**config.mk**
```make
export PLATFORM = sky130hd
export DESIGN_NAME = imem_loader
export DESIGN_NICKNAME = d
export VERILOG_FILES = /design/src/rtl/imem_loader.sv
export SDC_FILE = /design/constraint.sdc
export NUM_CORES = 1
export LEC_CHECK = 0
export ABC_CLOCK_PERIOD_IN_PS = 4400
export CORE_MARGIN = 2
export CORE_UTILIZATION = 40
export CTS_CLUSTER_DIAMETER = 150
export DETAILED_ROUTE_END_ITERATION = 8
export GPL_TIMING_DRIVEN = 1
export PLACE_DENSITY_LB_ADDON = 0.15
export SLEW_MARGIN = 20
export SYNTH_ARGS = -nofsm -noshare
export SYNTH_HDL_FRONTEND = slang
export SYNTH_SLANG_ARGS = --single-unit
```
**constraint.sdc**
```tcl
create_clock -name clk -period 4.4 [get_ports clk]
set_clock_uncertainty 0.1 [all_clocks]
set_input_delay 0.44 -clock clk [delete_from_list [all_inputs] [get_ports clk]]
set_output_delay 0.44 -clock clk [all_outputs]
set_load 0.03 [all_outputs]
```
**src/rtl/imem_loader.sv**
```systemverilog
// Byte-stream loader for the 32-word instruction memory: parses a counted,
// XOR-checksummed frame, writes little-endian words and gates the CPU reset.
module imem_loader #(
  parameter int DEPTH  = 32,
  parameter int ADDR_W = 5
) (
  input  logic              clk,
  input  logic              rst,
  input  logic              start,
  input  logic              in_valid,
  input  logic [7:0]        in_data,
  output logic              in_ready,
  output logic              mem_we,
  output logic [ADDR_W-1:0] mem_waddr,
  output logic [31:0]       mem_wdata,
  output logic              cpu_rst_n,
  output logic              done,
  output logic              error
);

  typedef enum logic [2:0] {
    S_IDLE, S_COUNT, S_DATA, S_CHECK, S_DONE, S_ERR
  } state_t;

  state_t state, state_nxt;

  logic [ADDR_W-1:0] n_last, n_last_nxt;
  logic [ADDR_W-1:0] widx, widx_nxt;
  logic [1:0]        bidx, bidx_nxt;
  logic [7:0]        chk, chk_nxt;
  logic [23:0]       asm_word, asm_word_nxt;

  logic              in_ready_nxt, mem_we_nxt, cpu_rst_n_nxt, done_nxt, error_nxt;
  logic [ADDR_W-1:0] mem_waddr_nxt;
  logic [31:0]       mem_wdata_nxt;

  logic accept;
  logic count_bad;
  logic last_byte;

  assign accept    = in_valid & in_ready;
  assign count_bad = (in_data == 8'd0) || (int'(in_data) > DEPTH);
  assign last_byte = (bidx == 2'd3);

  always_ff @(posedge clk) begin
    if (!rst) state <= S_IDLE;
    else      state <= state_nxt;
  end

  always_comb begin
    state_nxt = state;
    case (state)
      S_IDLE, S_DONE, S_ERR: if (start) state_nxt = S_COUNT;
      S_COUNT: if (accept) state_nxt = count_bad ? S_ERR : S_DATA;
      S_DATA:  if (accept && last_byte && (widx == n_last)) state_nxt = S_CHECK;
      S_CHECK: if (accept) state_nxt = (in_data == chk) ? S_DONE : S_ERR;
      default: state_nxt = S_IDLE;
    endcase
  end

  // Next values of every registered output and datapath register.
  always_comb begin
    n_last_nxt    = n_last;
    widx_nxt      = widx;
    bidx_nxt      = bidx;
    chk_nxt       = chk;
    asm_word_nxt  = asm_word;
    mem_we_nxt    = 1'b0;
    mem_waddr_nxt = mem_waddr;
    mem_wdata_nxt = mem_wdata;
    cpu_rst_n_nxt = cpu_rst_n;
    done_nxt      = done;
    error_nxt     = error;
    in_ready_nxt  = (state_nxt == S_COUNT) || (state_nxt == S_DATA) || (state_nxt == S_CHECK);

    case (state)
      S_IDLE, S_DONE, S_ERR: begin
        if (start) begin
          done_nxt      = 1'b0;
          error_nxt     = 1'b0;
          cpu_rst_n_nxt = 1'b0;
          widx_nxt      = '0;
          bidx_nxt      = '0;
          chk_nxt       = '0;
        end
      end
      S_COUNT: begin
        if (accept) begin
          if (count_bad) begin
            error_nxt = 1'b1;
          end else begin
            n_last_nxt = ADDR_W'(in_data - 8'd1);
            chk_nxt    = in_data;
            widx_nxt   = '0;
            bidx_nxt   = '0;
          end
        end
      end
      S_DATA: begin
        if (accept) begin
          chk_nxt = chk ^ in_data;
          if (last_byte) begin
            mem_we_nxt    = 1'b1;
            mem_waddr_nxt = widx;
            mem_wdata_nxt = {in_data, asm_word};
            bidx_nxt      = '0;
            if (widx != n_last) widx_nxt = widx + ADDR_W'(1);
          end else begin
            case (bidx)
              2'd0:    asm_word_nxt[7:0]   = in_data;
              2'd1:    asm_word_nxt[15:8]  = in_data;
              default: asm_word_nxt[23:16] = in_data;
            endcase
            bidx_nxt = bidx + 2'd1;
          end
        end
      end
      S_CHECK: begin
        if (accept) begin
          if (in_data == chk) begin
            done_nxt      = 1'b1;
            cpu_rst_n_nxt = 1'b1;
          end else begin
            error_nxt = 1'b1;
          end
        end
      end
      default: ;
    endcase
  end

  always_ff @(posedge clk) begin
    if (!rst) begin
      n_last    <= '0;
      widx      <= '0;
      bidx      <= '0;
      chk       <= '0;
      asm_word  <= '0;
      in_ready  <= 1'b0;
      mem_we    <= 1'b0;
      mem_waddr <= '0;
      mem_wdata <= '0;
      cpu_rst_n <= 1'b0;
      done      <= 1'b0;
      error     <= 1'b0;
    end else begin
      n_last    <= n_last_nxt;
      widx      <= widx_nxt;
      bidx      <= bidx_nxt;
      chk       <= chk_nxt;
      asm_word  <= asm_word_nxt;
      in_ready  <= in_ready_nxt;
      mem_we    <= mem_we_nxt;
      mem_waddr <= mem_waddr_nxt;
      mem_wdata <= mem_wdata_nxt;
      cpu_rst_n <= cpu_rst_n_nxt;
      done      <= done_nxt;
      error     <= error_nxt;
    end
  end

endmodule

```
==> impl_results.md <==
* Initial core utilization at 41.17%
* Final worst-path cycle share at 69.62%
* Remaining antenna violation count at 0
* Aggregate global-route resource usage at 18.78%
* Clock Sinks at 88
* Die area at 10260 sq um
* Via-to-Cell Ratio at 5.244
* Final worst-path setup slack at 1.337 ns
* Clk pwr share at 38.3%
* Ys Warns at 0
* I/O Pins at 54
* Reg power frac at 54.1%
* Synth Net Count at 471
* Pre-CTS setup slack at 1.009 ns
* Fin. max-slew vios at 0
* VDD IR max at 0.0001639 V
* RSZ-0062 raised after global routing: false
* Netlist cell types at 45
* Gate power share at 7.5%
* Clk slew on worst S/H paths at 0.09 ns
* EDFF count, synth at 0
* Post-cts resize count at 0
* Num CTS Buffers at 9
* Crit Path Max Fanout at 20
* Final TNS setup at 0 ns
* Primary FF master, synth: dfxtp_1
* WP data arrival at 3.24 ns
* Post-synthesis mux area share at 5.056%
* Asr flop ratio synth at 0%
* Hold crit path type: reg -> reg
* Vias in the first global route at 3019
* Slew margin rel. at 47.60%
* Min Tclk post-route at 3.063 ns
* Synth Area in XOR/XNOR at 3.470%
* Dpl cells at 587
* Static leakage at 0.001563 uW
* Slew at the pin closest to its max-slew limit at 0.7860 ns
* Largest net degree at the start of global routing at 41
* Die height at 101.3 microns
* Critical path data required time at 4.58 ns
* CTS tree: yes
* Vias at 3162
* Top area cells in the synthesized netlist: dfxtp_1, nand2_1, a21oi_1
* Adder-Cell Fraction of Synth Area at 1.983%
* Top post-synthesis cells by count: nand2_1, dfxtp_1, a21oi_1
* Yosys top cell area share at 46.53%
* CP peak stage delay at 0.66 ns
* Fin cells at 603
* Synth Area in Simple Gates at 22.04%
* Total congestion overflow at 0
* Ant. Diodes at 0
* Routability cong. at 0.8260
* Area growth syn-to-layout at 19.83%
* # rows at 35
* Max_cap viols at 0
* Switching portion of total power at 25.64%
* Final setup fails at 0
* Final Hold Viols at 0
* Seq/Total Area, Yosys at 46.53%
* DR pass1 iterations at 4
* Seq cells post-synth at 88
* 1st-iter DRT viols at 139
* Layout cells sized above 1 at 7.114%
* Drc violations at 0
* Htree depth at 3
* Clk_lat worst skew at 0.36 ns
* Avg WL per Cell at 14.87 microns
* Synth Area in Compound Gates at 15.70%
* Area leader, netlist: dfxtp_1
* Status: finished clean
* Setup Fix Bufs, Post-CTS at 0
* CP bufs+invs at 2
* Crit path max-delay family: compound AO/OA/AOI/OAI gates
* Main combinational cell family by area after synthesis: simple AND/OR/NAND/NOR gates
* Hold_buf cts at 0
* Power Dens Cells at 329.6 nW/um^2
* Initial antenna violation count at 0
* FF-to-FF setup slack at 1.74 ns
* Post-synthesis cell area at 3786 sq um
* WS Path Type: in -> reg
* Maximum clock rate at 326.4 MHz
* IO Port Bufs at 53
* Mean Syn Cell Area at 8.358 sq um
* Final HPWL DP at 6045 microns
* Core area at 9196 sq um
* First-pass GRT wire length at 15050 microns
* Slowest-stage cell, CP: o22ai_2
* Width of the die at 101.3 microns
* Switching Power at 383.3 uW
* Final WL at 8965 microns
* Clk root buf: clkbuf_8
* Deepest clock path buffer count at 2
* Startpoint class of the critical path: primary input
* Post-Synthesis Cells at 453
* Crit path cell chain: clkdlybuf4s50_1 > inv_1 > ha_1 > nor4b_4 > mux2_2 > o22ai_2 > o21ai_0 > a21oi_1
* Final #Nets at 505
* Kind of end point of the critical path: flop
* Int Pwr at 1112 uW
* Most common cell in the netlist: nand2_1
power groups by stage:
stage,logic (uW),registers [uW],clock network [uW]
after detailed placement,112,828,0
after global placement,111,828,0
after CTS,113,810,589
after global routing,124,811,623
after floorplan,77.0,829,0
final,113,810,573
area by class of cell:
type                    instances  area, sq um
multi-input cells             322         1829
flip-flops and latches         88         1762
clock inverters                 7        77.57
clock buffers                   9        123.9
inverters                       6        22.52
fillers                       900         4659
well taps                     111        138.9
repair buffers                 60        583.1
metrics by stage:
step / total power, uW / hold slack, ns / util, % / cell area [sq um]
CTS: 1511 / 0.3605 / 49.33 / 4537
global placement: 939.2 / 0.3437 / 47.14 / 4335
finish: 1495 / 0.3567 / 49.33 / 4537
detailed placement: 940.3 / 0.3467 / 47.14 / 4335
floorplan: 906.0 / 0.3313 / - / 3786
global route: 1559 / 0.3754 / 49.33 / 4537
layout by cell type (no fill, tap or decap), types with 2 or more instances in the layout:
cell / Yosys / final
nand2_1: 89 / 89
dfxtp_1: 88 / 88
a21oi_1: 55 / 55
clkdlybuf4s50_1: 0 / 53
nor2_1: 39 / 38
mux2i_1: 18 / 18
nand3_1: 16 / 16
o21a_1: 13 / 13
o21ai_0: 13 / 13
xnor2_1: 10 / 10
clkbuf_8: 0 / 9
and3_1: 7 / 7
buf_4: 3 / 7
nor3_1: 6 / 6
ha_1: 6 / 6
inv_1: 6 / 5
xor2_1: 5 / 5
a211oi_1: 5 / 5
o31ai_1: 4 / 4
or4_1: 4 / 4
nor2_2: 2 / 3
nand2b_1: 3 / 3
and2_1: 3 / 3
or3b_4: 2 / 2
nor3b_1: 2 / 2
nor2b_1: 2 / 2
o211ai_1: 2 / 2
inv_6: 0 / 2
clkinv_4: 0 / 2
metal layers:
metal	part of all wire, %	track usage [%]
met5	0	0
met4	1.3	6.445
met3	4.9	4.003
met2	47	31.43
met1	47	24.07
final timing paths:
path	start	cells past startpoint	endpoint
worst max-delay path	in_data[1]	8	widx[4]
worst max register to register	state[1]	6	mem_wdata[25]
worst min-delay path	asm_word[13]	2	mem_wdata[13]
worst min register to register	asm_word[13]	2	mem_wdata[13]
logic make-up (layout without fill, tap and decap cells):
logic type	count (synthesis)	in the layout
AO/OA/AOI/OAI	100	100
XOR/XNOR	15	15
adder cells (fa/ha/maj)	6	6
buffers and inverters	43	82
flip-flops	88	88
multiplexers	19	19
AND/OR/NAND/NOR	182	182
registers in the layout, indices dropped and copies added, names as in the netlist:
register,count
error,1
state,3
done,1
mem_wdata,32
mem_we,1
in_ready,1
widx,5
n_last,5
mem_waddr,5
chk,8
bidx,2
asm_word,24
tightest hold or removal path, cell delays in order, from the launching register on:
cell,delay (ns)
dfxtp_1,0.32
nand2_1,0.05
a21oi_1,0.05
(Power assumes the default switching activity.)
